`src/rtl/i2c_arbiter_pkg.sv`:
```
// Shared state encoding and width helper for the shared-bus I2C arbiter.
package i2c_arbiter_pkg;

    typedef enum logic [1:0] {
        ST_IDLE  = 2'd0,
        ST_GRANT = 2'd1,
        ST_GAP   = 2'd2
    } arb_state_t;

    // $clog2 with a one-bit floor so degenerate parameters still give legal vectors.
    function automatic int clog2_min1(input int value);
        return (value <= 2) ? 1 : $clog2(value);
    endfunction

endpackage

```
`src/rtl/round_robin_select.sv`:
```
// Combinational round-robin pick: first eligible index after 'last', wrapping at N.
module round_robin_select
    import i2c_arbiter_pkg::*;
#(
    parameter int N  = 2,
    parameter int IW = clog2_min1(N)
) (
    input  logic [N-1:0]  eligible,
    input  logic [IW-1:0] last,
    output logic [IW-1:0] winner,
    output logic          valid
);

    logic [2*N-1:0] doubled;
    logic [IW:0]    shift;
    logic [N-1:0]   rotated;
    logic [N-1:0]   first_hot;
    logic [IW-1:0]  offset;
    logic [IW:0]    sum;

    assign doubled = {eligible, eligible};
    assign shift   = {1'b0, last} + (IW+1)'(1);

    // Bit k of rotated is channel (last + 1 + k) mod N, so its lowest set bit is next in turn.
    assign rotated   = N'(doubled >> shift);
    assign first_hot = rotated & (~rotated + N'(1));
    assign valid     = |eligible;

    for (genvar gb = 0; gb < IW; gb++) begin : g_encode
        logic [N-1:0] mask;
        for (genvar gi = 0; gi < N; gi++) begin : g_mask
            assign mask[gi] = ((gi >> gb) & 1) == 1;
        end
        assign offset[gb] = |(first_hot & mask);
    end

    assign sum    = {1'b0, last} + (IW+1)'(1) + {1'b0, offset};
    assign winner = (sum >= (IW+1)'(N)) ? IW'(sum - (IW+1)'(N)) : IW'(sum);

endmodule

```
`src/rtl/i2c_bus_arbiter.sv`:
```
// Shares one I2C bus between several channels: round-robin grant, bus-free gap, hang watchdog.
module i2c_bus_arbiter
    import i2c_arbiter_pkg::*;
#(
    parameter int CHANNEL_COUNT  = 2,
    parameter int GAP_CYCLES     = 1000,
    parameter int TIMEOUT_CYCLES = 20_000_000
) (
    input  logic                                 system_clock,
    input  logic                                 system_reset,
    input  logic [CHANNEL_COUNT-1:0]             request,
    output logic [CHANNEL_COUNT-1:0]             grant,
    input  logic [CHANNEL_COUNT-1:0]             client_scl_output,
    input  logic [CHANNEL_COUNT-1:0]             client_sda_output,
    output logic [CHANNEL_COUNT-1:0]             client_scl_input,
    output logic [CHANNEL_COUNT-1:0]             client_sda_input,
    input  logic                                 scl_input,
    input  logic                                 sda_input,
    output logic                                 scl_output,
    output logic                                 sda_output,
    output logic [clog2_min1(CHANNEL_COUNT)-1:0] owner,
    output logic                                 busy,
    output logic                                 timeout_pulse
);

    localparam int IW = clog2_min1(CHANNEL_COUNT);
    localparam int TW = clog2_min1(TIMEOUT_CYCLES);
    localparam int GW = clog2_min1(GAP_CYCLES);
    localparam logic [TW-1:0] TIMER_LAST = TW'(TIMEOUT_CYCLES - 1);
    localparam logic [GW-1:0] GAP_LAST   = GW'(GAP_CYCLES - 1);
    localparam logic [IW-1:0] LAST_INIT  = IW'(CHANNEL_COUNT - 1);

    arb_state_t               state_reg, state_next;
    logic [CHANNEL_COUNT-1:0] grant_reg, grant_next;
    logic [CHANNEL_COUNT-1:0] lockout_reg, lockout_next;
    logic [IW-1:0]            owner_reg, owner_next;
    logic [IW-1:0]            last_reg, last_next;
    logic [TW-1:0]            timer_reg, timer_next;
    logic [GW-1:0]            gap_reg, gap_next;
    logic                     scl_reg, scl_next;
    logic                     sda_reg, sda_next;
    logic                     timeout_reg, timeout_next;

    logic [CHANNEL_COUNT-1:0] eligible;
    logic [IW-1:0]            winner;
    logic                     winner_valid;
    logic [CHANNEL_COUNT-1:0] winner_onehot;
    logic                     owner_request;
    logic                     owner_scl;
    logic                     owner_sda;
    logic                     bus_high;

    for (genvar gi = 0; gi < CHANNEL_COUNT; gi++) begin : g_broadcast
        assign client_scl_input[gi] = scl_input;
        assign client_sda_input[gi] = sda_input;
    end

    assign eligible = request & ~lockout_reg;

    round_robin_select #(
        .N  (CHANNEL_COUNT),
        .IW (IW)
    ) u_select (
        .eligible (eligible),
        .last     (last_reg),
        .winner   (winner),
        .valid    (winner_valid)
    );

    // grant_reg is one-hot while owned, so masking with it selects the owner without an index mux.
    assign winner_onehot = CHANNEL_COUNT'(1) << winner;
    assign owner_request = |(request & grant_reg);
    assign owner_scl     = ~|(~client_scl_output & grant_reg);
    assign owner_sda     = ~|(~client_sda_output & grant_reg);
    assign bus_high      = scl_input & sda_input;

    always_ff @(posedge system_clock or posedge system_reset) begin
        if (system_reset) begin
            state_reg   <= ST_IDLE;
            grant_reg   <= '0;
            lockout_reg <= '0;
            owner_reg   <= '0;
            last_reg    <= LAST_INIT;
            timer_reg   <= '0;
            gap_reg     <= '0;
            scl_reg     <= 1'b1;
            sda_reg     <= 1'b1;
            timeout_reg <= 1'b0;
        end else begin
            state_reg   <= state_next;
            grant_reg   <= grant_next;
            lockout_reg <= lockout_next;
            owner_reg   <= owner_next;
            last_reg    <= last_next;
            timer_reg   <= timer_next;
            gap_reg     <= gap_next;
            scl_reg     <= scl_next;
            sda_reg     <= sda_next;
            timeout_reg <= timeout_next;
        end
    end

    always_comb begin
        state_next   = state_reg;
        grant_next   = grant_reg;
        owner_next   = owner_reg;
        last_next    = last_reg;
        timer_next   = timer_reg;
        gap_next     = gap_reg;
        lockout_next = lockout_reg & request;
        timeout_next = 1'b0;
        scl_next     = 1'b1;
        sda_next     = 1'b1;
        case (state_reg)
            ST_IDLE: begin
                if (winner_valid) begin
                    state_next = ST_GRANT;
                    grant_next = winner_onehot;
                    owner_next = winner;
                    last_next  = winner;
                    timer_next = '0;
                end
            end
            ST_GRANT: begin
                timer_next = timer_reg + TW'(1);
                scl_next   = owner_scl;
                sda_next   = owner_sda;
                // A voluntary release takes precedence over a coincident watchdog expiry.
                if (!owner_request) begin
                    state_next = ST_GAP;
                    grant_next = '0;
                    gap_next   = '0;
                end else if (timer_reg == TIMER_LAST) begin
                    state_next   = ST_GAP;
                    grant_next   = '0;
                    gap_next     = '0;
                    timeout_next = 1'b1;
                    lockout_next = lockout_next | grant_reg;
                end
            end
            ST_GAP: begin
                if (!bus_high) begin
                    gap_next = '0;
                end else if (gap_reg == GAP_LAST) begin
                    state_next = ST_IDLE;
                    gap_next   = '0;
                end else begin
                    gap_next = gap_reg + GW'(1);
                end
            end
            default: begin
                state_next = ST_IDLE;
                grant_next = '0;
            end
        endcase
    end

    assign grant         = grant_reg;
    assign owner         = owner_reg;
    assign busy          = (state_reg == ST_GRANT);
    assign scl_output    = scl_reg;
    assign sda_output    = sda_reg;
    assign timeout_pulse = timeout_reg;

endmodule

```
`config.mk`:
```
export PLATFORM = sky130hd
export DESIGN_NAME = i2c_bus_arbiter
export DESIGN_NICKNAME = d
export VERILOG_FILES = /design/src/rtl/i2c_arbiter_pkg.sv /design/src/rtl/round_robin_select.sv /design/src/rtl/i2c_bus_arbiter.sv
export SDC_FILE = /design/constraint.sdc
export NUM_CORES = 1
export LEC_CHECK = 0
export ABC_AREA = 1
export BUFFER_PORTS_ARGS = -buffer_cell sky130_fd_sc_hd__buf_2
export CAP_MARGIN = 10
export CORE_ASPECT_RATIO = 0.9
export CORE_UTILIZATION = 55
export DETAILED_ROUTE_END_ITERATION = 7
export GPL_TIMING_DRIVEN = 0
export PLACE_DENSITY_LB_ADDON = 0.15
export SYNTH_ARGS = -nofsm -noshare
export SYNTH_HDL_FRONTEND = slang
export SYNTH_SLANG_ARGS = --single-unit
```
`constraint.sdc`:
```
create_clock -name system_clock -period 1.9 [get_ports system_clock]
set_clock_uncertainty 0.15 [all_clocks]
set_input_delay 0 -clock system_clock [delete_from_list [all_inputs] [get_ports system_clock]]
set_output_delay 0 -clock system_clock [all_outputs]
set_load 0.01 [all_outputs]
```
; Word-level counts from Yosys, hierarchy flattened
; Cells that the tools add are included.
; Widths: inputs -> output; s select.
[word_totals]
reg_bits = 46
output_inout_bits = 11
wordCells = 80
[classes]
addsub = 6
order_cmp = 1
n_eq_ne = 8
shift = 2
n_mux = 26
n_bitwise = 13
reduce_logical = 14
[ops]
columns = cell, count
row1 = $pmux 25 s2, 1
row2 = $mux 10, 4
row3 = $add 25x1->25 const B, 1
row4 = $eq 25x25->1 const B, 1
row5 = $mux 25, 1
row6 = $mux 2, 11
row7 = $pmux 10 s2, 1
row8 = $and 2x2->2, 6
row9 = $pmux 2 s3, 2
row10 = $add 10x1->10 const B, 1
row11 = $eq 10x10->1 const B, 1
row12 = $not 2->2, 4
row13 = $reduce_or 2->1, 4
row14 = $mux 1, 6
row15 = $reduce_and 2->1, 3
row16 = $ne 2x2->1 const B, 2
row17 = $reduce_and 4->1, 1
row18 = $reduce_bool 2->1, 2
row19 = $shr 4x2->2, 1
row20 = $ne 3x2->1 const B, 1
row21 = $reduce_and 3->1, 1
row22 = $add 1x1->2 const B, 1
row23 = $add 2x1->2, 1
row24 = $add 2x1->2 const B, 1
row25 = 11 further kinds, 12

; Longest topological paths before layout
; Gate-level depths: netlist of the first run.
[depth]
ltp_word = 12
ltp_mapped = 11

; By module
; Synthesis of the first run repeated with hierarchy kept, for this count alone.
[unflattened]
hier_cells = 419
area_unflattened_um2 = 2931.6
[modules_own_cells]
columns = mod, n_inst, cells_each, area_per_inst_um2, seq_area_each_um2
row1 = i2c_bus_arbiter, 1, 412, 2902.8, 1154.9
row2 = round_robin_select, 1, 7, 28.8, 0.0

; Least setup slack after synthesis of the first run
; No wires, ideal clock.
[synth_timing]
kind = register to register
start = register state_reg[1]
end = register timer_reg[19]
setup_time_ps = 117
arrival_ps = 1421
t_required_ps = 1633
setup_slack_ps = 212
stages_incl_launch_ff = 10
n_path_buf = 0
path_cell_list = dfrtp_1 inv_1 ha_1 nand2_1 nand2_2 nand2_2 nor2_2 nand2_1 nor2_1 nor2_1
[synth_between]
elab_chain_cells = 3
elab_cells_between_ends = 6
[synth_lines]
columns = element, line_no
row1 = start: declaration, i2c_bus_arbiter.sv:33  ; arb_state_t state_reg, state_next;
row2 = start signal: assignment, i2c_bus_arbiter.sv:90  ; state_reg <= state_next;
row3 = $eq 2x1->1 *, n/a
row4 = named net busy, i2c_bus_arbiter.sv:22  ; output logic busy,
row5 = $reduce_bool 2->1 (no source line), n/a
row6 = $reduce_and 2->1 (no source line), n/a
row7 = end signal: assignment, i2c_bus_arbiter.sv:95  ; timer_reg <= timer_next;
row8 = end: declaration, i2c_bus_arbiter.sv:38  ; logic [TW-1:0] timer_reg, timer_next;
; Mark *: on every way through the listed nets, which the timed path passes. The rest lies on a longest branch.
; A chain may end at the register's enable or synchronous reset.

; Worst setup path in the final report of the first run
[layout_timing]
start = register state_reg[1]
end = register timer_reg[2]
[layout_between]
elab_chain_cells = 3
elab_cells_between_ends = 6
[layout_lines]
columns = element, line_no
row1 = $eq 2x1->1 / $logic_not 2->1 (equally long branches), i2c_bus_arbiter.sv:114  ; case (state_reg)
row2 = $reduce_bool 2->1 (no source line) / $ne 2x1->1 (equally long branches), n/a
row3 = $reduce_and 2->1 (no source line), n/a
; Several ways; a longest one is shown, not always the timed one.

==> metrics.txt, run 1 <==
CP Data Arrival Time=1890 ps; Final Hold Vio Count=0; Final Instance Count excl. Fillers=519; crit end category=flop; VDD IR max=0.817 mV; syn avg cell area=7.00 um2; dominant synthesized flop cell=dfrtp_1; final WL=6.75 mm; outcome=completed; sequential area share after synthesis=40.1%; Final Cycle Share=96.3%; crit path launch=state_reg[1]; Crit Path Max Fanout=6; Initial Util=58.5%; relative slew slack=66.4%; routability congestion estimate=0.883; Area after DPL=0.00308 mm2; Design Area, Final=0.00337 mm2; met1 wire length=3.06 mm; Worst-Margin Slew=501 ps; startpoint types=flop; Overflow after GRT=0; Final ANT Viol Nets=0; Worst-path clk slew=90 ps; Pwr Total=3.22 mW; max reg flops=25; site row count=24; Synth top area share=37.4%; Routed met3 length=219 um; vias in the first global route=2415; n_diodes=0; PD cells=956 mW/mm2; CTS tree=yes; cell leakage power=1.58 nW; placed insts=497; unique cell type count in the Yosys netlist=32; Final Max Tran Viols=0; setup total negative slack=0 ps; crit path time final=1830 ps; worst hold start=sda_input; Sink Count=46; htree depth=2; Die X=78.3 um; Die Y=70.6 um; insertion delay to the later sink of the worst-skew pair=310 ps; syn_nets=428; synth-to-layout area growth=17.0%; Total Nets Final=470; register bit total from synthesis=46; PortBufs=20; Mapped Area=0.00288 mm2; highest routed layer=met4; required time of the critical path=1960 ps; CTS Buffer Depth=2; Max-Cap Viols=0; WL met2=3.35 mm; hpwl dp=4.62 mm; share of post-route cells with drive strength above 1=18.1%; most area-consuming cells after synthesis=dfrtp_1, nand2_1, nor2_1; commonest non-fill, non-tap cell in the layout=nand2_1; initial antenna violation count=0; yosys warns=0; top cell type by total area after synthesis=dfrtp_1; Max Freq=0.547 GHz; gr usage total=24.4%; TritonCTS buffer count=5; # DRC=0; # IOs=21; Routed wire per std cell=13.0 um; die area=0.00553 mm2; first-pass GRT wire length=10.6 mm; pin count of the biggest net entering global routing=29; Async SR Flop Fraction=100%; HP Class=input pin to flop; Vias/cell=5.26; CORE AREA=0.00492 mm2; commonest non-fill, non-tap cells in the layout=nand2_1, nor2_1, inv_1; Final Setup Violations=0; crit path kind=flop to flop; WHS=81.5 ps; FF-to-FF Start=state_reg[1]; Fill cells=427; DR iter-0 viols=215; number of flops mapped to enable cells by yosys=0; Post-Syn Instances=411; CTS root buffer=clkbuf_8; vias=2731; DRT Pass-1 Iters=5
## worst max-delay path, cell delays in order (launching register included)
cell     delay, ps
dfrtp_1        410
inv_2          130
ha_4           170
nand3_1        200
o21ai_1        350
o21ai_0        190
nand2_1         90
nor2_1          40
## cell type report
cell class | count | area (um2) | share of cell area (%)
Multi-Input combinational cell | 306 | 1560 | 46.2
Sequential cell | 46 | 1160 | 34.3
Timing Repair Buffer | 35 | 243 | 7.20
Inverter | 52 | 195 | 5.79
Clock buffer | 7 | 86.3 | 2.56
Tap cell | 65 | 81.3 | 2.41
Buffer | 7 | 46.3 | 1.37
Clock inverter | 1 | 5.00 | 0.149
## logic make-up (layout without fill, tap and decap cells)
logic type	after synthesis	after routing	share of synthesized area, %
buf+inv	60	102	8.43
xor+xnor	1	1	0.304
compound gates	41	42	7.78
flops	46	46	40.1
fa+ha+maj	8	8	3.39
simple gates	255	255	40.0
## layer usage
layer	global-route usage, %	vias to the layer above
li1	-	1397
met1	31.6	1263
met2	41.0	59
met3	4.13	12
met4	9.67	0
met5	0	-
## cell usage after synthesis (2+ instances only)
cell type  count
nor2_4         3
nand3_2        2
nor2_1        54
nor3_1         8
dfstp_2        3
nand2_2        6
inv_2          3
o21ai_1        3
o21ai_0       23
clkbuf_1       2
nand3_1       37
buf_2          2
a21oi_1       10
inv_1         49
o22ai_1        2
ha_1           7
nor2_2         4
nand4_1       13
buf_4          4
nand2_4        3
dfrtp_1       43
nand2_1      120
## final timing paths
check                           slack (ps)  depth (start not counted)             end
min in group asynchronous               90                          3  lockout_reg[0]
worst max register to register          70                          7    timer_reg[2]
max in group asynchronous              960                          4      sda_output
worst min-delay path                    80                          5      gap_reg[9]
worst max-delay path                    70                          7    timer_reg[2]
worst min register to register         340                          2           owner
## metrics by stage
stage                     util, %  setup slack (ps)
after floorplan                 -               212
after global placement       62.1             -34.7
after detailed placement     62.6             -83.2
after CTS                    66.1              21.6
after global routing         68.4             -67.1
final                        68.4              70.3
## power by group
| part | switching [mW] | total, mW | internal (mW) |
|---|---|---|---|
| clock network | 0.348 | 0.643 | 0.294 |
| registers | 0.0864 | 1.18 | 1.10 |
| logic | 0.877 | 1.40 | 0.519 |
## repair_timing
| item | 4_1_cts | 5_1_grt |
|---|---|---|
| buffers inserted | 0 | 7 |
| endpoints found under the setup margin | 16 | 35 |
| hold buffers | 7 | 0 |
| pin swaps | 0 | 2 |
| resized for setup | 5 | 15 |
| cloned | 0 | 1 |
| endpoints found under the hold margin | 48 | 0 |
Note: power is estimated with default switching activity, not from simulation.
==> run 2: changes to the inputs <==
- CELL_PAD_IN_SITES_DETAIL_PLACEMENT: not set -> 1
- CELL_PAD_IN_SITES_GLOBAL_PLACEMENT: not set -> 2
- CORE_UTILIZATION: 55 -> 34
==> metrics.txt, run 2 (synthesized netlist as in run 1, its figures left out) <==
Die X=99.0 um (+26%); Final Cycle Share=94.0% (-2.3 points); hpwl dp=5.85 mm (+27%); Initial Util=35.3% (-23 points); crit end category=flop; relative slew slack=69.3% (+2.9 points); CORE AREA=0.00815 mm2 (+65%); crit path kind=flop to flop; commonest non-fill, non-tap cells in the layout=nand2_1, nor2_1, inv_1; CTS root buffer=clkbuf_8; crit path launch=state_reg[1]; synth-to-layout area growth=22.2%; die area=0.00884 mm2 (+60%); final WL=7.98 mm (+18%); required time of the critical path=1950 ps (about the same); Sink Count=46 (unchanged); # IOs=21 (unchanged); DR iter-0 viols=54 (-75%); Pwr Total=3.52 mW (+9.4%); site row count=31 (+29%); Total Nets Final=474 (+0.85%); Worst path max stage delay=420 ps (about the same); Worst-Margin Slew=460 ps (-40.6 ps); DRT Pass-1 Iters=4 (-1); share of post-route cells with drive strength above 1=19.4% (+1.4 points); Area after DPL=0.00312 mm2 (+1.4%); initial antenna violation count=0 (unchanged); Final Setup Violations=0 (unchanged); insertion delay to the later sink of the worst-skew pair=300 ps (about the same); CP cell instances=inv_2, ha_4, nand2_2, nand2_4, nand2_2, nor2_4, nand2_1, nor2_1, nor2_1; Die Y=89.3 um (+26%); CTS tree=yes; Overflow after GRT=0 (unchanged); CTS Buffer Depth=2 (unchanged); VDD IR max=0.527 mV (-36%); Crit Path Max Fanout=8 (+2); crit path time final=1790 ps (-44.6 ps); htree depth=2 (unchanged); pin count of the biggest net entering global routing=40 (+38%); setup total negative slack=0 ps (unchanged); PD cells=1000 mW/mm2 (+4.8%); Max-Cap Viols=0 (unchanged); # DRC=0 (unchanged); worst hold start=sda_input; gr usage total=19.4% (-5.0 points); routability congestion estimate=0.729 (-17%); vias=2752 (+0.77%); Final Instance Count excl. Fillers=557 (+7.3%); Worst-path clk slew=90 ps (about the same); unrepaired setup endpoints after global routing=yes; HP Class=input pin to flop; n_diodes=0 (unchanged); FF-to-FF Start=state_reg[1]; outcome=completed; first-pass GRT wire length=13.6 mm (+28%); startpoint types=flop; PortBufs=20 (unchanged); Final ANT Viol Nets=0 (unchanged); TritonCTS buffer count=5 (unchanged); Vias/cell=4.94 (-6.1%); vias in the first global route=2862 (+19%); Routed wire per std cell=14.3 um (+10%); Max Freq=0.560 GHz (+2.5%); Design Area, Final=0.00352 mm2 (+4.4%); commonest non-fill, non-tap cell in the layout=nand2_1; CP Data Arrival Time=1830 ps (-60 ps); cell leakage power=1.62 nW (+2.6%); slowest CP cell=dfrtp_1; max reg flops=25 (unchanged); Final Hold Vio Count=0 (unchanged); Final Max Tran Viols=0 (unchanged); placed insts=531 (+6.8%)
==> run 2: cell types whose count changed in the layout (fill, tap and decap cells not counted), sizes merged <==
cell         previous run  this run
buf                    34        37
dlygate4sd3             7         8
clkinv                  1         0
bufinv                  0         2
clkbuf                  8         7
==> run 2: worst paths after layout <==
kind | cells after the start | slack [ps] | to
worst min-delay path | 5 | 100 | gap_reg[7]
worst min register to register | 2 | 330 | owner
min in group asynchronous | 4 | 560 | lockout_reg[0]
max in group asynchronous | 5 | 520 | sda_output
worst max register to register | 9 | 110 | timer_reg[19]
worst max-delay path | 9 | 110 | timer_reg[19]
==> run 2: per-layer routing <==
layer,GRT usage (%),vias to the layer above,share of wire [%]
met5,0,-,0
met4,4.07,0,0.80
met3,2.58,6,1.1
met2,34.8,9,51
met1,25.2,1332,47
li1,-,1405,-
==> run 2: critical path: cells and delay by family (launching register included) <==
kind,cells,cell delay [ps]
fa+ha+maj,1,170
simple gates,7,800
buf+inv,1,130
flops,1,420
==> run 2: metrics by stage <==
step                hold slack, ps  util, %  worst slack [ps]
global placement              70.4     38.1              -133
finish                         101     43.2               115
detailed placement            -233     38.3              -191
floorplan                    -58.2        -               212
CTS                            109     41.5             -11.8
global route                   146     43.2             -54.8
==> run 2: timing repair <==
action | 4_1_cts | 5_1_grt
cloned | 0 | 1
hold buffers | 8 | 0
resized for setup | 8 | 17
pin swaps | 0 | 4
endpoints found under the setup margin | 29 | 38
hold endpoints to repair | 50 | 0
buffers inserted | 3 | 7
==> run 2: cell type report <==
type	instances	area [um2]
tap	99	124
sequential	46	1160
timing repair buffer	39	275
buffer	7	46.3
inverter	52	198
multi-input combinational	306	1580
clock buffer	6	82.6
clock inverter	2	60.1
fill	1054	4630
==> run 2: power breakdown <==
| group | switching [mW] | internal, mW | total, mW |
|---|---|---|---|
| Sequential | 0.0828 | 1.10 | 1.18 |
| Clock | 0.361 | 0.562 | 0.922 |
| Combinational | 0.896 | 0.527 | 1.42 |
| Total | 1.34 | 2.18 | 3.52 |
